--- src/rtl/jpeg_blk_seq.sv ---
`default_nettype none
// ============================================================================
// Module      : jpeg_blk_seq
// Description : Walks a raster RGB image as 8x8 blocks and streams each pixel
//               word from a req/gnt memory port into the JPEG encoder port.
// Revision    : 1.0 - initial release
// ============================================================================
module jpeg_blk_seq #(
    parameter int AW = 32,
    parameter int BW = 10,
    parameter int FD = 4
) (
    input  logic          clk_i,
    input  logic          rst_ni,
    input  logic          start_i,
    input  logic [AW-1:0] base_i,
    input  logic [AW-1:0] stride_i,
    input  logic [BW-1:0] blk_x_i,
    input  logic [BW-1:0] blk_y_i,
    output logic          mem_req_o,
    output logic [AW-1:0] mem_addr_o,
    input  logic          mem_gnt_i,
    input  logic          mem_rvalid_i,
    input  logic [31:0]   mem_rdata_i,
    output logic          enc_req_o,
    output logic [31:0]   enc_wdata_o,
    output logic          enc_last_o,
    input  logic          enc_gnt_i,
    output logic          busy_o,
    output logic          done_o,
    output logic [BW-1:0] cur_bx_o,
    output logic [BW-1:0] cur_by_o
);

    localparam int c_PW = $clog2(FD);
    localparam int c_CW = c_PW + 1;
    localparam int c_SW = c_CW + 1;

    localparam logic [1:0] c_IDLE  = 2'd0;
    localparam logic [1:0] c_FETCH = 2'd1;
    localparam logic [1:0] c_DRAIN = 2'd2;
    localparam logic [1:0] c_DONE  = 2'd3;

    logic [1:0]    r_state, w_next;
    logic [AW-1:0] r_stride, r_addr, r_row_start, r_blk_start, r_brow_start;
    logic [BW-1:0] r_bx_max, r_by_max, r_bx, r_by;
    logic [2:0]    r_col, r_row;
    logic [c_CW-1:0] r_outst, r_pend_nl, r_cnt;
    logic [c_PW-1:0] r_wr, r_rd;
    logic [31:0]   r_data  [FD];
    logic          r_lflag [FD];

    logic          w_room, w_fire, w_push, w_pop, w_nempty;
    logic          w_fetch_last, w_final_pix;
    logic [BW-1:0] w_bx_last, w_by_last;
    logic [AW-1:0] w_next_row, w_next_blk, w_next_brow;

    assign w_bx_last    = r_bx_max - BW'(1);
    assign w_by_last    = r_by_max - BW'(1);
    assign w_fetch_last = (r_bx == w_bx_last) && (r_by == w_by_last);
    assign w_final_pix  = w_fetch_last && (r_row == 3'd7) && (r_col == 3'd7);
    // Reads in flight plus buffered words never exceed the FIFO depth
    assign w_room       = (c_SW'(r_outst) + c_SW'(r_cnt)) < c_SW'(FD);
    assign w_fire       = (r_state == c_FETCH) && w_room && mem_gnt_i;
    assign w_push       = mem_rvalid_i && (r_state != c_IDLE);
    assign w_nempty     = (r_cnt != '0);
    assign w_pop        = w_nempty && enc_gnt_i;
    assign w_next_row   = r_row_start + r_stride;
    assign w_next_blk   = r_blk_start + AW'(32);
    assign w_next_brow  = r_brow_start + {r_stride[AW-4:0], 3'b000};

    always_ff @(posedge clk_i or negedge rst_ni) begin
        if (!rst_ni) r_state <= c_IDLE;
        else         r_state <= w_next;
    end

    always_comb begin
        w_next = r_state;
        case (r_state)
            c_IDLE: begin
                if (start_i)
                    w_next = ((blk_x_i == '0) || (blk_y_i == '0)) ? c_DONE : c_FETCH;
            end
            c_FETCH: if (w_fire && w_final_pix) w_next = c_DRAIN;
            c_DRAIN: if ((r_outst == '0) && (r_cnt == c_CW'(1)) && w_pop) w_next = c_DONE;
            default: w_next = c_IDLE;
        endcase
    end

    always_comb begin
        busy_o      = (r_state != c_IDLE);
        done_o      = (r_state == c_DONE);
        mem_req_o   = (r_state == c_FETCH) && w_room;
        enc_req_o   = w_nempty;
        enc_wdata_o = w_nempty ? r_data[r_rd] : 32'd0;
        enc_last_o  = w_nempty && r_lflag[r_rd];
    end

    assign mem_addr_o = r_addr;
    assign cur_bx_o   = r_bx;
    assign cur_by_o   = r_by;

    always_ff @(posedge clk_i or negedge rst_ni) begin
        if (!rst_ni) begin
            r_stride     <= '0;
            r_addr       <= '0;
            r_row_start  <= '0;
            r_blk_start  <= '0;
            r_brow_start <= '0;
            r_bx_max     <= '0;
            r_by_max     <= '0;
            r_bx         <= '0;
            r_by         <= '0;
            r_col        <= '0;
            r_row        <= '0;
        end else if ((r_state == c_IDLE) && start_i) begin
            r_stride     <= stride_i;
            r_addr       <= base_i;
            r_row_start  <= base_i;
            r_blk_start  <= base_i;
            r_brow_start <= base_i;
            r_bx_max     <= blk_x_i;
            r_by_max     <= blk_y_i;
            r_bx         <= '0;
            r_by         <= '0;
            r_col        <= '0;
            r_row        <= '0;
        end else if (w_fire) begin
            if (r_col != 3'd7) begin
                r_col  <= r_col + 3'd1;
                r_addr <= r_addr + AW'(4);
            end else begin
                r_col <= '0;
                if (r_row != 3'd7) begin
                    r_row       <= r_row + 3'd1;
                    r_row_start <= w_next_row;
                    r_addr      <= w_next_row;
                end else begin
                    r_row <= '0;
                    if (r_bx != w_bx_last) begin
                        r_bx        <= r_bx + BW'(1);
                        r_blk_start <= w_next_blk;
                        r_row_start <= w_next_blk;
                        r_addr      <= w_next_blk;
                    end else begin
                        r_bx         <= '0;
                        r_by         <= r_by + BW'(1);
                        r_brow_start <= w_next_brow;
                        r_blk_start  <= w_next_brow;
                        r_row_start  <= w_next_brow;
                        r_addr       <= w_next_brow;
                    end
                end
            end
        end
    end

    // Non-final-block reads always precede final-block reads, so a counter of
    // outstanding non-final reads tags each returning word
    always_ff @(posedge clk_i or negedge rst_ni) begin
        if (!rst_ni) begin
            r_outst   <= '0;
            r_pend_nl <= '0;
            r_cnt     <= '0;
            r_wr      <= '0;
            r_rd      <= '0;
        end else begin
            r_outst   <= r_outst + c_CW'(w_fire) - c_CW'(w_push);
            r_pend_nl <= r_pend_nl + c_CW'(w_fire && !w_fetch_last)
                                   - c_CW'(w_push && (r_pend_nl != '0));
            r_cnt     <= r_cnt + c_CW'(w_push) - c_CW'(w_pop);
            if (w_push) r_wr <= r_wr + c_PW'(1);
            if (w_pop)  r_rd <= r_rd + c_PW'(1);
        end
    end

    always_ff @(posedge clk_i) begin
        if (w_push) begin
            r_data[r_wr]  <= mem_rdata_i;
            r_lflag[r_wr] <= (r_pend_nl == '0);
        end
    end

endmodule
`default_nettype wire

--- config.mk ---
export PLATFORM = sky130hd
export DESIGN_NAME = jpeg_blk_seq
export DESIGN_NICKNAME = d
export VERILOG_FILES = /design/src/rtl/jpeg_blk_seq.sv
export SDC_FILE = /design/constraint.sdc
export NUM_CORES = 1
export LEC_CHECK = 0
export ABC_AREA = 1
export BUFFER_PORTS_ARGS = -buffer_cell sky130_fd_sc_hd__buf_2
export CAP_MARGIN = 20
export CORE_AREA = 5 5 143 281
export CTS_BUF_LIST = sky130_fd_sc_hd__clkbuf_16
export CTS_CLUSTER_DIAMETER = 50
export CTS_CLUSTER_SIZE = 12
export DETAILED_ROUTE_END_ITERATION = 10
export DIE_AREA = 0 0 148 286
export GPL_TIMING_DRIVEN = 0
export PLACE_DENSITY = 0.77
export SLEW_MARGIN = 15
export SYNTH_ARGS = -nofsm -noshare
export SYNTH_HDL_FRONTEND = slang
export SYNTH_SLANG_ARGS = --single-unit
--- constraint.sdc ---
create_clock -name clk_i -period 7.7 [get_ports clk_i]
set_input_delay 0.385 -clock clk_i [delete_from_list [all_inputs] [get_ports clk_i]]
set_output_delay 0.385 -clock clk_i [all_outputs]
set_load 0.02 [all_outputs]
==> results.sh <==
export IMPL_path_class="flip-flop to flip-flop"
export IMPL_swShare_pct=53.1
export IMPL_antenna_found_initial=0
export IMPL_clockRootBuffer="clkbuf_16"
export IMPL_ys_warn_count=0
export IMPL_postCtsResizedCells=0
export IMPL_setup_viol=0
export IMPL_synth_cells=2828
export IMPL_status="finished clean"
export IMPL_dr_total_vias=21500
export IMPL_synth_edff_count=132
export IMPL_grt_pass1_wl_um=128000
export IMPL_critPathRequiredTime_ns=8.14
export IMPL_p_seq_share_pct=27.5
export IMPL_clock_fmax_mhz=232
export IMPL_synth_ff_latch_count=353
export IMPL_cts_tree="done"
export IMPL_synthTopCellsByArea="dfrtp_1, edfxtp_1, nand2_1"
export IMPL_final_max_slew_viol_count=0
export IMPL_hold_viol_final=0
export IMPL_n_fill_cell=3331
export IMPL_cts_buffer_depth=3
export IMPL_diodes=0
export IMPL_maxCapViolations=0
export IMPL_mostFrequentLayoutCells="nand2_1, nor2_1, inv_1, buf_2, dfrtp_1"
export IMPL_grt_start_max_net_pins=100
export IMPL_die_area_um2=42300
export IMPL_power_frac_comb_pct=58.6
export IMPL_p_per_area_nw_per_um2=496
export IMPL_power_mw=12.1
export IMPL_drtIter0Drc=1636
export IMPL_ios=211
export IMPL_wirelength_um=86500
export IMPL_hpwl_um=69300
export IMPL_finalClockSkew_ns=0.0170
export IMPL_fp_dieH_um=286
export IMPL_avgRoutedWirePerCell_um=24.2
export IMPL_gp_congestion=1.08
export IMPL_yosysTopAreaCellShare_pct=25.8
export IMPL_drc=0
export IMPL_period_needed_ns=4.31
export IMPL_setup_tns_ns=0
export IMPL_synth_area_per_cell_um2=7.59
export IMPL_h_tree_depth=2
export IMPL_synth_nets=3040
export IMPL_numCtsBuffers=37
export IMPL_start_util_pct=56.8
export IMPL_ant_nets=0
export IMPL_netlist_area_um2=21500
export IMPL_switching_power_mw=6.41
export IMPL_max_slew_margin_pct=22.8
export IMPL_yosysUniqueCellTypes=49
export IMPL_fp_coreArea_um2=37800
export IMPL_worstSetupStartpointType="flip-flop"
export IMPL_hold_slack_ns=0.0313
export IMPL_via_per_inst=6.03
export IMPL_drt_first_pass_iters=6
export IMPL_final_nets=3296
export IMPL_rows=101
export IMPL_overflow=0
export IMPL_yosysSeqAreaShare_pct=44.2
export IMPL_worst_path_max_fanout=4
export IMPL_yosysTopAreaCell="dfrtp_1"
export IMPL_path_clk_slew_ns=0.06
export IMPL_grtUsageTotal_pct=40.3
export IMPL_dieWidth_um=148
export IMPL_synth_main_ff_cell="dfrtp_1"
export IMPL_hold_path_class="input pin to flip-flop"
export IMPL_cp_data_arrival_time_ns=4.74
export IMPL_insertion_delay_ns=0.55
export IMPL_layout_cells_non_filler=3568
export IMPL_grt_pass1_vias=22100
export IMPL_cell_internal_pwr_mw=5.68
export IMPL_cts_sinks=353
export IMPL_tightest_slew_ns=1.15
export IMPL_regToRegSetupSlack_ns=3.39
export IMPL_rsz0062_at_grt="false"
export IMPL_end_kind="flip-flop"
export IMPL_ir_worst_vdd_v=0.000244
export IMPL_fin_crit_sh_pct=56.0
export IMPL_async_flop_share_pct=62.6
export IMPL_port_buffers=210
export IMPL_clock_power_share_pct=13.9
export IMPL_final_common_cell="nand2_1"
export IMPL_area_delta_synth_final_pct=13.6
export IMPL_leakage_nw=11.6
export IMPL_drive_gt1_share_pct=11.0
export IMPL_dp_cells=3507
==> path summary, 6_finish.rpt <==
| kind | from | endpoint | cells past startpoint |
|---|---|---|---|
| worst max-delay path | r_stride[11] | mem_addr_o[20] | 10 |
| worst min-delay path | stride_i[17] | r_stride[17] | 3 |
| worst max register to register | r_stride[11] | mem_addr_o[20] | 10 |
| worst min register to register | r_brow_start[9] | r_brow_start[9] | 2 |
| max in group asynchronous | rst_ni | r_stride[12] | 4 |
| min in group asynchronous | rst_ni | r_stride[31] | 2 |
==> timing repair <==
action / in CTS / in global routing
endpoints found under the hold margin: 37 / 0
hold buffers: 1 / 0
buffers inserted: 0 / 0
==> flip-flops by register name, indices dropped and copies added, names as in the netlist, 3 cells and up <==
register,cells
r_blk_start,32
r_row_start,32
cur_by_o,10
r_bx_max,10
r_col,3
r_data,128
mem_addr_o,32
r_row,3
r_pend_nl,3
r_stride,32
r_brow_start,32
r_outst,3
r_lflag,4
r_cnt,3
cur_bx_o,10
r_by_max,10
==> synth_stat cells, types with 7 or more instances <==
master	instances
xor2_1	43
nand3b_1	16
ha_1	85
o211ai_1	13
xnor2_1	24
nor2_1	365
nor2_2	8
inv_1	265
a31oi_1	32
nor3_1	50
or2_2	15
edfxtp_1	132
o21ai_0	204
o22ai_1	7
nand3_1	187
clkbuf_1	51
buf_1	13
o21ai_2	10
o21ai_1	16
buf_2	18
nor4_1	12
a21oi_1	167
nand2_1	756
dfrtp_1	221
nand4_1	55
==> critical path, cell delays in order, from the launching register on <==
cell	delay, ns
dfrtp_1	0.53
ha_1	0.42
a21oi_1	0.33
a21boi_0	0.95
nand3_1	0.62
nand3b_1	0.25
nand2_1	0.10
o21ai_0	0.48
nand3_1	0.32
nand2_1	0.13
nand2_1	0.06
==> power groups by stage <==
| stage | Clock, mW | Combinational, mW | Sequential, mW |
|---|---|---|---|
| final | 1.68 | 7.08 | 3.33 |
| after global routing | 1.75 | 7.69 | 3.37 |
| after CTS | 1.68 | 6.91 | 3.29 |
| after detailed placement | 0 | 6.86 | 3.32 |
| after global placement | 0 | 6.66 | 3.32 |
| after floorplan | 0 | 4.51 | 3.12 |
==> layout make-up <==
class	instances	area, um2	area share, %
repair buffers	217	1240	5.07
inverters	273	1030	4.21
well taps	463	579	2.37
flip-flops and latches	353	9490	38.9
clock inverters	21	106	0.436
clock buffers	39	976	4.00
multi-input cells	2112	10600	43.3
plain buffers	90	405	1.66
==> per-stage QoR <==
| step | worst slack, ns | utilization (%) | instance area (um2) |
|---|---|---|---|
| 6_report | 3.39 | 64.6 | 24400 |
| 5_1_grt | 3.71 | 64.6 | 24400 |
| 4_1_cts | 3.73 | 64.6 | 24400 |
| 3_5_place_dp | 3.76 | 61.7 | 23300 |
| 3_3_place_gp | 2.31 | 61.1 | 23100 |
| 2_1_floorplan | 4.80 | - | 21500 |
==> layer usage <==
| layer | vias to the layer above | part of all wire, % | track usage, % |
|---|---|---|---|
| met1 | 9951 | 30 | 36.7 |
| met3 | 469 | 7.2 | 7.04 |
| met2 | 1155 | 51 | 72.5 |
| met4 | 0 | 12 | 39.5 |
| met5 | - | 0 | 0 |
| li1 | 9924 | - | - |
==> kinds of logic (layout without fill, tap and decap cells) <==
kind of cell,count (synthesis),count (layout),synth area share (%)
and+or+nand+nor,1478,1478,28.8
AOI/OAI and AO/OA,476,476,12.0
xor gates and xnor gates,68,68,2.84
DFF,353,353,44.2
buffers and inverters,363,640,6.67
adders and majority gates,90,90,5.42
Note: power is estimated with default switching activity, not from simulation.
